$ cat src/rtl/ekf_stage_seq.sv
// Stage sequencer for the EKF-SLAM accelerator: runs one or more RSA passes
// per one-hot stage request, each followed by a nonlinear-unit handshake.
module ekf_stage_seq #(
    parameter int STAGE_NUM  = 3,
    parameter int ROW_LEN    = 10,
    parameter int SEQ_CNT_DW = 5,
    parameter int TO_DW      = 16,
    parameter int TO_CYC     = 1000
) (
    input  logic                  clk,
    input  logic                  sys_rst,
    input  logic [ROW_LEN-1:0]    landmark_num,
    input  logic [STAGE_NUM-1:0]  stage_val,
    output logic [STAGE_NUM-1:0]  stage_rdy,
    output logic [STAGE_NUM-1:0]  stage_done,
    output logic                  stage_err,
    output logic                  rsa_start,
    output logic [STAGE_NUM-1:0]  rsa_mode,
    input  logic                  rsa_done,
    output logic [SEQ_CNT_DW-1:0] seq_idx,
    output logic [STAGE_NUM-1:0]  nonlinear_m_val,
    input  logic [STAGE_NUM-1:0]  nonlinear_s_rdy,
    output logic [STAGE_NUM-1:0]  nonlinear_m_rdy,
    input  logic [STAGE_NUM-1:0]  nonlinear_s_val
);

    localparam int UPD_BIT  = 2;
    localparam int PASS_MAX = (1 << SEQ_CNT_DW) - 1;
    localparam int LW       = (ROW_LEN > SEQ_CNT_DW) ? ROW_LEN : SEQ_CNT_DW;

    typedef enum logic [2:0] {
        S_IDLE,
        S_LAUNCH,
        S_CALC,
        S_NL_REQ,
        S_NL_RSP,
        S_DONE
    } state_t;

    state_t                state;
    state_t                state_n;
    logic [STAGE_NUM-1:0]  mode_n;
    logic [SEQ_CNT_DW-1:0] idx_n;
    logic [SEQ_CNT_DW-1:0] pass_total;
    logic [SEQ_CNT_DW-1:0] total_n;
    logic [SEQ_CNT_DW-1:0] upd_total;
    logic [SEQ_CNT_DW:0]   idx_next;
    logic [LW-1:0]         lm_w;
    logic [TO_DW-1:0]      wd_cnt;
    logic                  err_n;
    logic                  req_onehot;
    logic                  counting;
    logic                  wd_hit;

    always_comb begin
        req_onehot = (stage_val != '0) &&
                     ((stage_val & (stage_val - STAGE_NUM'(1))) == '0);
        lm_w       = LW'(landmark_num);
        upd_total  = (lm_w > LW'(PASS_MAX)) ? SEQ_CNT_DW'(PASS_MAX)
                                            : SEQ_CNT_DW'(lm_w);
        idx_next   = {1'b0, seq_idx} + {{SEQ_CNT_DW{1'b0}}, 1'b1};
        counting   = (state == S_CALC) || (state == S_NL_REQ) ||
                     (state == S_NL_RSP);
        wd_hit     = (TO_CYC != 0) && counting &&
                     (wd_cnt == TO_DW'(TO_CYC - 1));
    end

    always_comb begin
        state_n = state;
        mode_n  = rsa_mode;
        idx_n   = seq_idx;
        total_n = pass_total;
        err_n   = 1'b0;
        unique case (state)
            S_IDLE: begin
                if (req_onehot) begin
                    if (stage_val[UPD_BIT] && landmark_num == '0) begin
                        err_n = 1'b1;
                    end else begin
                        mode_n  = stage_val;
                        idx_n   = '0;
                        total_n = stage_val[UPD_BIT] ? upd_total
                                                     : SEQ_CNT_DW'(1);
                        state_n = S_LAUNCH;
                    end
                end else if (stage_val != '0) begin
                    err_n = 1'b1;
                end
            end
            S_LAUNCH: state_n = S_CALC;
            S_CALC: begin
                if (rsa_done) state_n = S_NL_REQ;
            end
            S_NL_REQ: begin
                if ((nonlinear_s_rdy & rsa_mode) != '0) state_n = S_NL_RSP;
            end
            S_NL_RSP: begin
                if ((nonlinear_s_val & rsa_mode) != '0) begin
                    if (idx_next < {1'b0, pass_total}) begin
                        idx_n   = idx_next[SEQ_CNT_DW-1:0];
                        state_n = S_LAUNCH;
                    end else begin
                        state_n = S_DONE;
                    end
                end
            end
            S_DONE: begin
                mode_n  = '0;
                state_n = S_IDLE;
            end
            default: begin
                mode_n  = '0;
                state_n = S_IDLE;
            end
        endcase
        // A handshake landing on the timeout edge still wins.
        if (wd_hit && state_n == state) begin
            err_n   = 1'b1;
            mode_n  = '0;
            state_n = S_IDLE;
        end
    end

    always_ff @(posedge clk) begin
        if (sys_rst) begin
            state           <= S_IDLE;
            rsa_mode        <= '0;
            seq_idx         <= '0;
            pass_total      <= '0;
            wd_cnt          <= '0;
            stage_rdy       <= '1;
            stage_done      <= '0;
            stage_err       <= 1'b0;
            rsa_start       <= 1'b0;
            nonlinear_m_val <= '0;
            nonlinear_m_rdy <= '0;
        end else begin
            state      <= state_n;
            rsa_mode   <= mode_n;
            seq_idx    <= idx_n;
            pass_total <= total_n;
            if (state_n != state)
                wd_cnt <= '0;
            else if (counting && wd_cnt != '1)
                wd_cnt <= wd_cnt + TO_DW'(1);
            stage_rdy       <= (state_n == S_IDLE) ? '1 : '0;
            stage_done      <= (state_n == S_DONE) ? rsa_mode : '0;
            stage_err       <= err_n;
            rsa_start       <= (state_n == S_LAUNCH);
            nonlinear_m_val <= (state_n == S_NL_REQ) ? mode_n : '0;
            nonlinear_m_rdy <= (state_n == S_NL_RSP) ? mode_n : '0;
        end
    end

endmodule

$ cat config.mk
export PLATFORM = sky130hd
export DESIGN_NAME = ekf_stage_seq
export DESIGN_NICKNAME = d
export VERILOG_FILES = /design/src/rtl/ekf_stage_seq.sv
export SDC_FILE = /design/constraint.sdc
export NUM_CORES = 1
export LEC_CHECK = 0
export CORE_MARGIN = 2
export CORE_UTILIZATION = 54
export DETAILED_ROUTE_END_ITERATION = 8
export GPL_TIMING_DRIVEN = 0
export PLACE_DENSITY_LB_ADDON = 0.3
export SLEW_MARGIN = 20
export SYNTH_ARGS = -nofsm -noshare
export SYNTH_HDL_FRONTEND = slang
export SYNTH_SLANG_ARGS = --single-unit
export TNS_END_PERCENT = 1
$ cat constraint.sdc
create_clock -name clk -period 3 [get_ports clk]
set_clock_uncertainty 0.2 [all_clocks]
set_input_delay 0.75 -clock clk [delete_from_list [all_inputs] [get_ports clk]]
set_output_delay 0.75 -clock clk [all_outputs]
set_load 0.05 [all_outputs]
---- Word level (Yosys, flattened, before mapping) ----
Index checks and enable logic that the tools add are counted.
storage, ports and cells
  output and inout port bits .............. 22
  bits in registers ....................... 46
  input port bits ......................... 22
  logic and storage cells ................. 86
cells by class
  eq/ne operators ......................... 16
  bitwise logic cells ..................... 7
  reductions and logical operators ........ 22
  add/subtract/negate cells ............... 3
  multiplexer cells ....................... 25
  $lt $le $gt $ge ......................... 2
operator list
  cell                                                  number
  2-to-1 mux 3 bit                                      11
  2-to-1 mux 5 bit                                      6
  adder 16 x 1 -> 16 bit (second input constant)        1
  == test 16 x 10 -> 1 bit (second input constant)      1
  != test 16 bit (second input constant)                1
  one-hot mux 3 bit (5 select lines)                    1
  > comparator 10 x 5 -> 1 bit (second input constant)  1
  zero test 10 bit                                      1
  one-hot mux 5 bit (2 select lines)                    1
  bitwise AND 3 bit                                     3
  == test 3 x 2 -> 1 bit (second input constant)        3
  == test 3 bit (second input constant)                 3
  zero test 3 bit                                       3
  nonzero test 3 bit                                    3
  OR reduction 2 bit                                    4
  adder 5 x 1 -> 6 bit (second input constant)          1
  == test 3 x 1 -> 1 bit (second input constant)        2
  < comparator 6 x 5 -> 1 bit                           1
  one-hot mux 3 bit (2 select lines)                    1
  logical AND 1 bit                                     5
  2-to-1 mux 1 bit                                      5
  AND reduction 5 bit                                   1
  != test 2 x 1 -> 1 bit (second input constant)        2
  != test 2 bit (second input constant)                 2
  8 further kinds                                       12

---- Logic depth before layout (Yosys ltp) ----
  depth in word-level cells ............... 12
  depth in mapped cells ................... 10

---- Worst setup path before layout ----
No wires, ideal clock.
  path type ............................... register to register
  from .................................... register seq_idx[0]
  to ...................................... register seq_idx[0]
  library setup time ...................... 0.115 ns
  data arrival time ....................... 2.540 ns
  required time ........................... 2.685 ns
  buffers on the path ..................... 0
  slack ................................... 0.145 ns
  clock period less this slack ............ 2.855 ns
  cell stages (with the launch flop) ...... 9
  cell sequence ........................... dfxtp_1 and3_1 xor2_1 ha_1 or3_1 o221ai_1 nand3_1 and3_1 o21a_1
between the ends
  longest elaborated chain between the ends .. 4
  elaborated cells on any way between the ends .. 7
  those cells by class .................... 1 x add/sub; 1 x order compare; 1 x eq/ne; 3 x mux; 1 x reduce/logical
RTL lines
  item                                                                                               RTL line  source
  start: declaration                                                                                 20        output logic [SEQ_CNT_DW-1:0] seq_idx,
  start signal: assignment                                                                           140       seq_idx <= idx_n;
  adder 5 x 1 -> 6 bit *                                                                             61        idx_next = {1'b0, seq_idx} + {{SEQ_CNT_DW{1'b0}}, 1'b1};
  < comparator 6 x 5 -> 1 bit / 2-to-1 mux 5 bit (equally long branches)                             99        if (idx_next < {1'b0, pass_total}) begin
  != test 2 x 1 -> 1 bit (no source line) / 2-to-1 mux 5 bit (equally long branches)                 n/a
  AND reduction 5 bit (no source line) / one-hot mux 5 bit (2 select lines) (equally long branches)  n/a
Every way passes the cells marked *; elsewhere a longest branch is shown, timed or not. The select of a mux whose other input is x is not followed.
A chain may end at the register's enable or synchronous reset.

---- Worst setup path after layout ----
  from .................................... input port nonlinear_s_val[0]
  to ...................................... register seq_idx[0]
between the ends
  longest elaborated chain between the ends .. 4
RTL lines
  item                                     RTL line  source
  start: declaration                       24        input logic [STAGE_NUM-1:0] nonlinear_s_val
  bitwise AND 3 bit                        98        if ((nonlinear_s_val & rsa_mode) != '0) begin
  nonzero test 3 bit                       98
  != test 2 x 1 -> 1 bit (no source line)  n/a
  AND reduction 5 bit (no source line)     n/a
Every way passes these cells.

==> flow_summary_export.csv <==
group,metric,value,unit
synth,synth_top_area_frac,0.3268,
grt,antenna_found_initial,0,
floorplan,core.rowCount,25,
sta,finalHoldWorstSlack,306.0,ps
synth,yosysMostFrequentCell,"dfxtp_1",
sta,worst_slew_pin_slew,727.8,ps
clock_network,clk_path_buf_depth,2,
synth,yosys.area.top_type,"dfxtp_1",
clock_network,cts_tree,"done",
clock_network,clockRootBuffer,"clkbuf_8",
floorplan,core_area,4755,sq um
finish,area_delta_synth_final,22.93,%
drt,wl_met1,2852,um
power_and_ir_drop,leakagePower,0.001109,uW
floorplan,fp.dieH,74.65,um
grt,grt_pass1_wl,10680,um
grt,grt_pass1_vias,2370,
drt,drtIter0Drc,129,
finish,layout.nets,373,
sta,tns,0,ps
critical_path,cpPeakStageDelay,620,ps
finish,n_fill_cell,394,
finish,drive_gt1_frac,0.1532,
clock_network,clk_latency,300,ps
synth,ys_ff_latch,44,
drt,wire_per_inst,15.87,um
critical_path,critPathMaxFanout,7,
critical_path,end_kind,"flip-flop",
sta,fin_crit,2899,ps
place,place_inst,403,
synth,synth-edff-count,0,
drt,route.vias.total,2556,
clock_network,cts_made_buffers,5,
power_and_ir_drop,power-per-cell-area,403.3,nW/um^2
place,io_buffer_count,42,
synth,synth.distinct_cells,65,
drt,dr_wl_met3,396,um
synth,ys_warn_count,0,
floorplan,die-area,5572,sq um
synth,ys.flop_type,"dfxtp_1",
clock_network,path_clk_slew,90,ps
floorplan,die_w,74.65,um
sta,slew_headroom,0.5115,
place,dp_hpwl,4865,um
outcome,outcome,"complete, no violations",
sta,period_share,0.9663,
floorplan,initial_core_util,0.5668,
critical_path,arrival,2900,ps
clock_network,ctsHoldBuffers,0,
finish,n_antenna_cell,0,
hold_path,hp-class,"flip-flop to flip-flop",
sta,hold_viol,0,
synth,syn_nets,322,
critical_path,crit_required,3010,ps
drt,firstDrtPassIters,5,
synth,avgSynthCellArea,9.167,sq um
critical_path,start_kind,"input pin",
drt,postRouteWirelength,6554,um
critical_path,path_cells,"clkdlybuf4s50_1 > a222oi_1 > buf_4 > a311oi_1 > nand3_1 > and3_1 > o21a_1",
synth,ys_top_cells_by_count,"44 x dfxtp_1, 18 x nor2_1, 15 x nor4_1",
power_and_ir_drop,finalPower,1336,uW
synth,netlist_top_cells_area,"dfxtp_1 33%, nor4_2 5.6%, nor4_1 3.5%",
clock_network,h-tree-depth,2,
synth,ys_async_sr_fraction,0,
sta,final-max-slew-violation-count,0,
place,gp_congestion,0.8674,
synth,ys_seq_area_frac,0.3268,
power_and_ir_drop,ir_worst_vdd,0.2889,mV
grt,grt_usage,0.2450,
finish,final_cells,413,
grt,grt_overflow,0,
drt,via_per_inst,6.189,
sta,fmax,0.3450,GHz
drt,routed.top_layer,"met4",
drt,wl_met2,3193,um
drt,drt_drc_violations_left,0,
drt,ant_nets,0,
sta,setup_viol,0,
flow_run,maxCapViolations,0,
clock_network,cts_sinks,44,
critical_path,cpMaxStageDelayCell,"a311oi_1",
synth,netlist_area,2695,sq um
floorplan,num_io_pins,44,
synth,netlist_instances,294,
grt,grt_start_max_net_pins,16,
critical_path,crit_type,"input pin to flip-flop",
[registers in the layout (all words and copies together) (netlist names)]
name	cells
wd_cnt	16
pass_total	5
seq_idx	5
nonlinear_m_rdy	3
nonlinear_m_val	3
rsa_mode	3
stage_done	3
state	3
rsa_start	1
stage_err	1
stage_rdy	1
[routing by layer]
layer | track usage | vias up
met1 | 0.2995 | 1188
met3 | 0.04284 | 16
li1 | - | 1249
met4 | 0.09127 | 0
met2 | 0.4317 | 103
met5 | 0 | -
[path summary, 6_finish.rpt]
| kind | from | to | slack, ps | depth (start not counted) |
|---|---|---|---|---|
| max | nonlinear_s_val[0] | seq_idx[0] | 100 | 7 |
| min | seq_idx[1] | seq_idx[1] | 310 | 2 |
| max reg2reg | seq_idx[0] | seq_idx[0] | 200 | 8 |
| min reg2reg | seq_idx[1] | seq_idx[1] | 310 | 2 |
[cell families (layout without fill, tap and decap cells)]
logic type,after synthesis,in the layout,share of synthesized area
multiplexers,6,6,0.02414
AND/OR/NAND/NOR,132,132,0.3319
XOR/XNOR,11,11,0.03575
adder cells (fa/ha/maj),6,6,0.02785
AO/OA/AOI/OAI,66,66,0.1890
buffers and inverters,29,81,0.06453
flip-flops,44,44,0.3268
[cell type report]
class                           instances  area, sq um  share of cell area
Clock inverter                          3        23.77            0.007175
Inverter                               11        41.29             0.01246
Buffer                                 18        132.6             0.04003
Sequential cell                        44        880.8              0.2659
Multi-Input combinational cell        221         1647              0.4970
Tap cell                               67        83.83             0.02530
Timing Repair Buffer                   44        435.4              0.1314
Clock buffer                            5        68.82             0.02077
[what timing repair did]
item / CTS / global route
setup buffers: 0 / 2
hold endpoints to repair: 0 / 0
setup endpoints to repair: 0 / 10
resized for setup: 0 / 1
[worst max-delay path, delay by kind of cell]
| family | cells | cell delay (ps) |
|---|---|---|
| compound gates | 3 | 880 |
| buf+inv | 2 | 620 |
| simple gates | 2 | 640 |
[cell usage in the layout, fill, tap and decap left out, types with 7 or more instances in the layout]
master	n
dfxtp_1	44
clkdlybuf4s50_1	42
nor2_1	18
nor4_1	15
nand2_1	14
nor4_2	12
nor3_1	11
inv_1	10
nand3_1	10
buf_4	10
xnor2_1	9
a21oi_1	9
o32ai_1	8
and3_1	7
nand4_1	7
[power by group]
group / internal (uW) / switching (uW)
combinational: 132 / 212
sequential: 603 / 12.7
clock: 165 / 211
[through the flow]
stage | worst slack [ps] | instance area (sq um) | utilization
after floorplan | 145.2 | 2695 | -
after CTS | 71.55 | 3292 | 0.6924
final | 101.1 | 3313 | 0.6968
after detailed placement | -187.2 | 3199 | 0.6729
after global placement | -191.8 | 3199 | 0.6729
after global routing | -3.969 | 3313 | 0.6968
(Power assumes the default switching activity.)
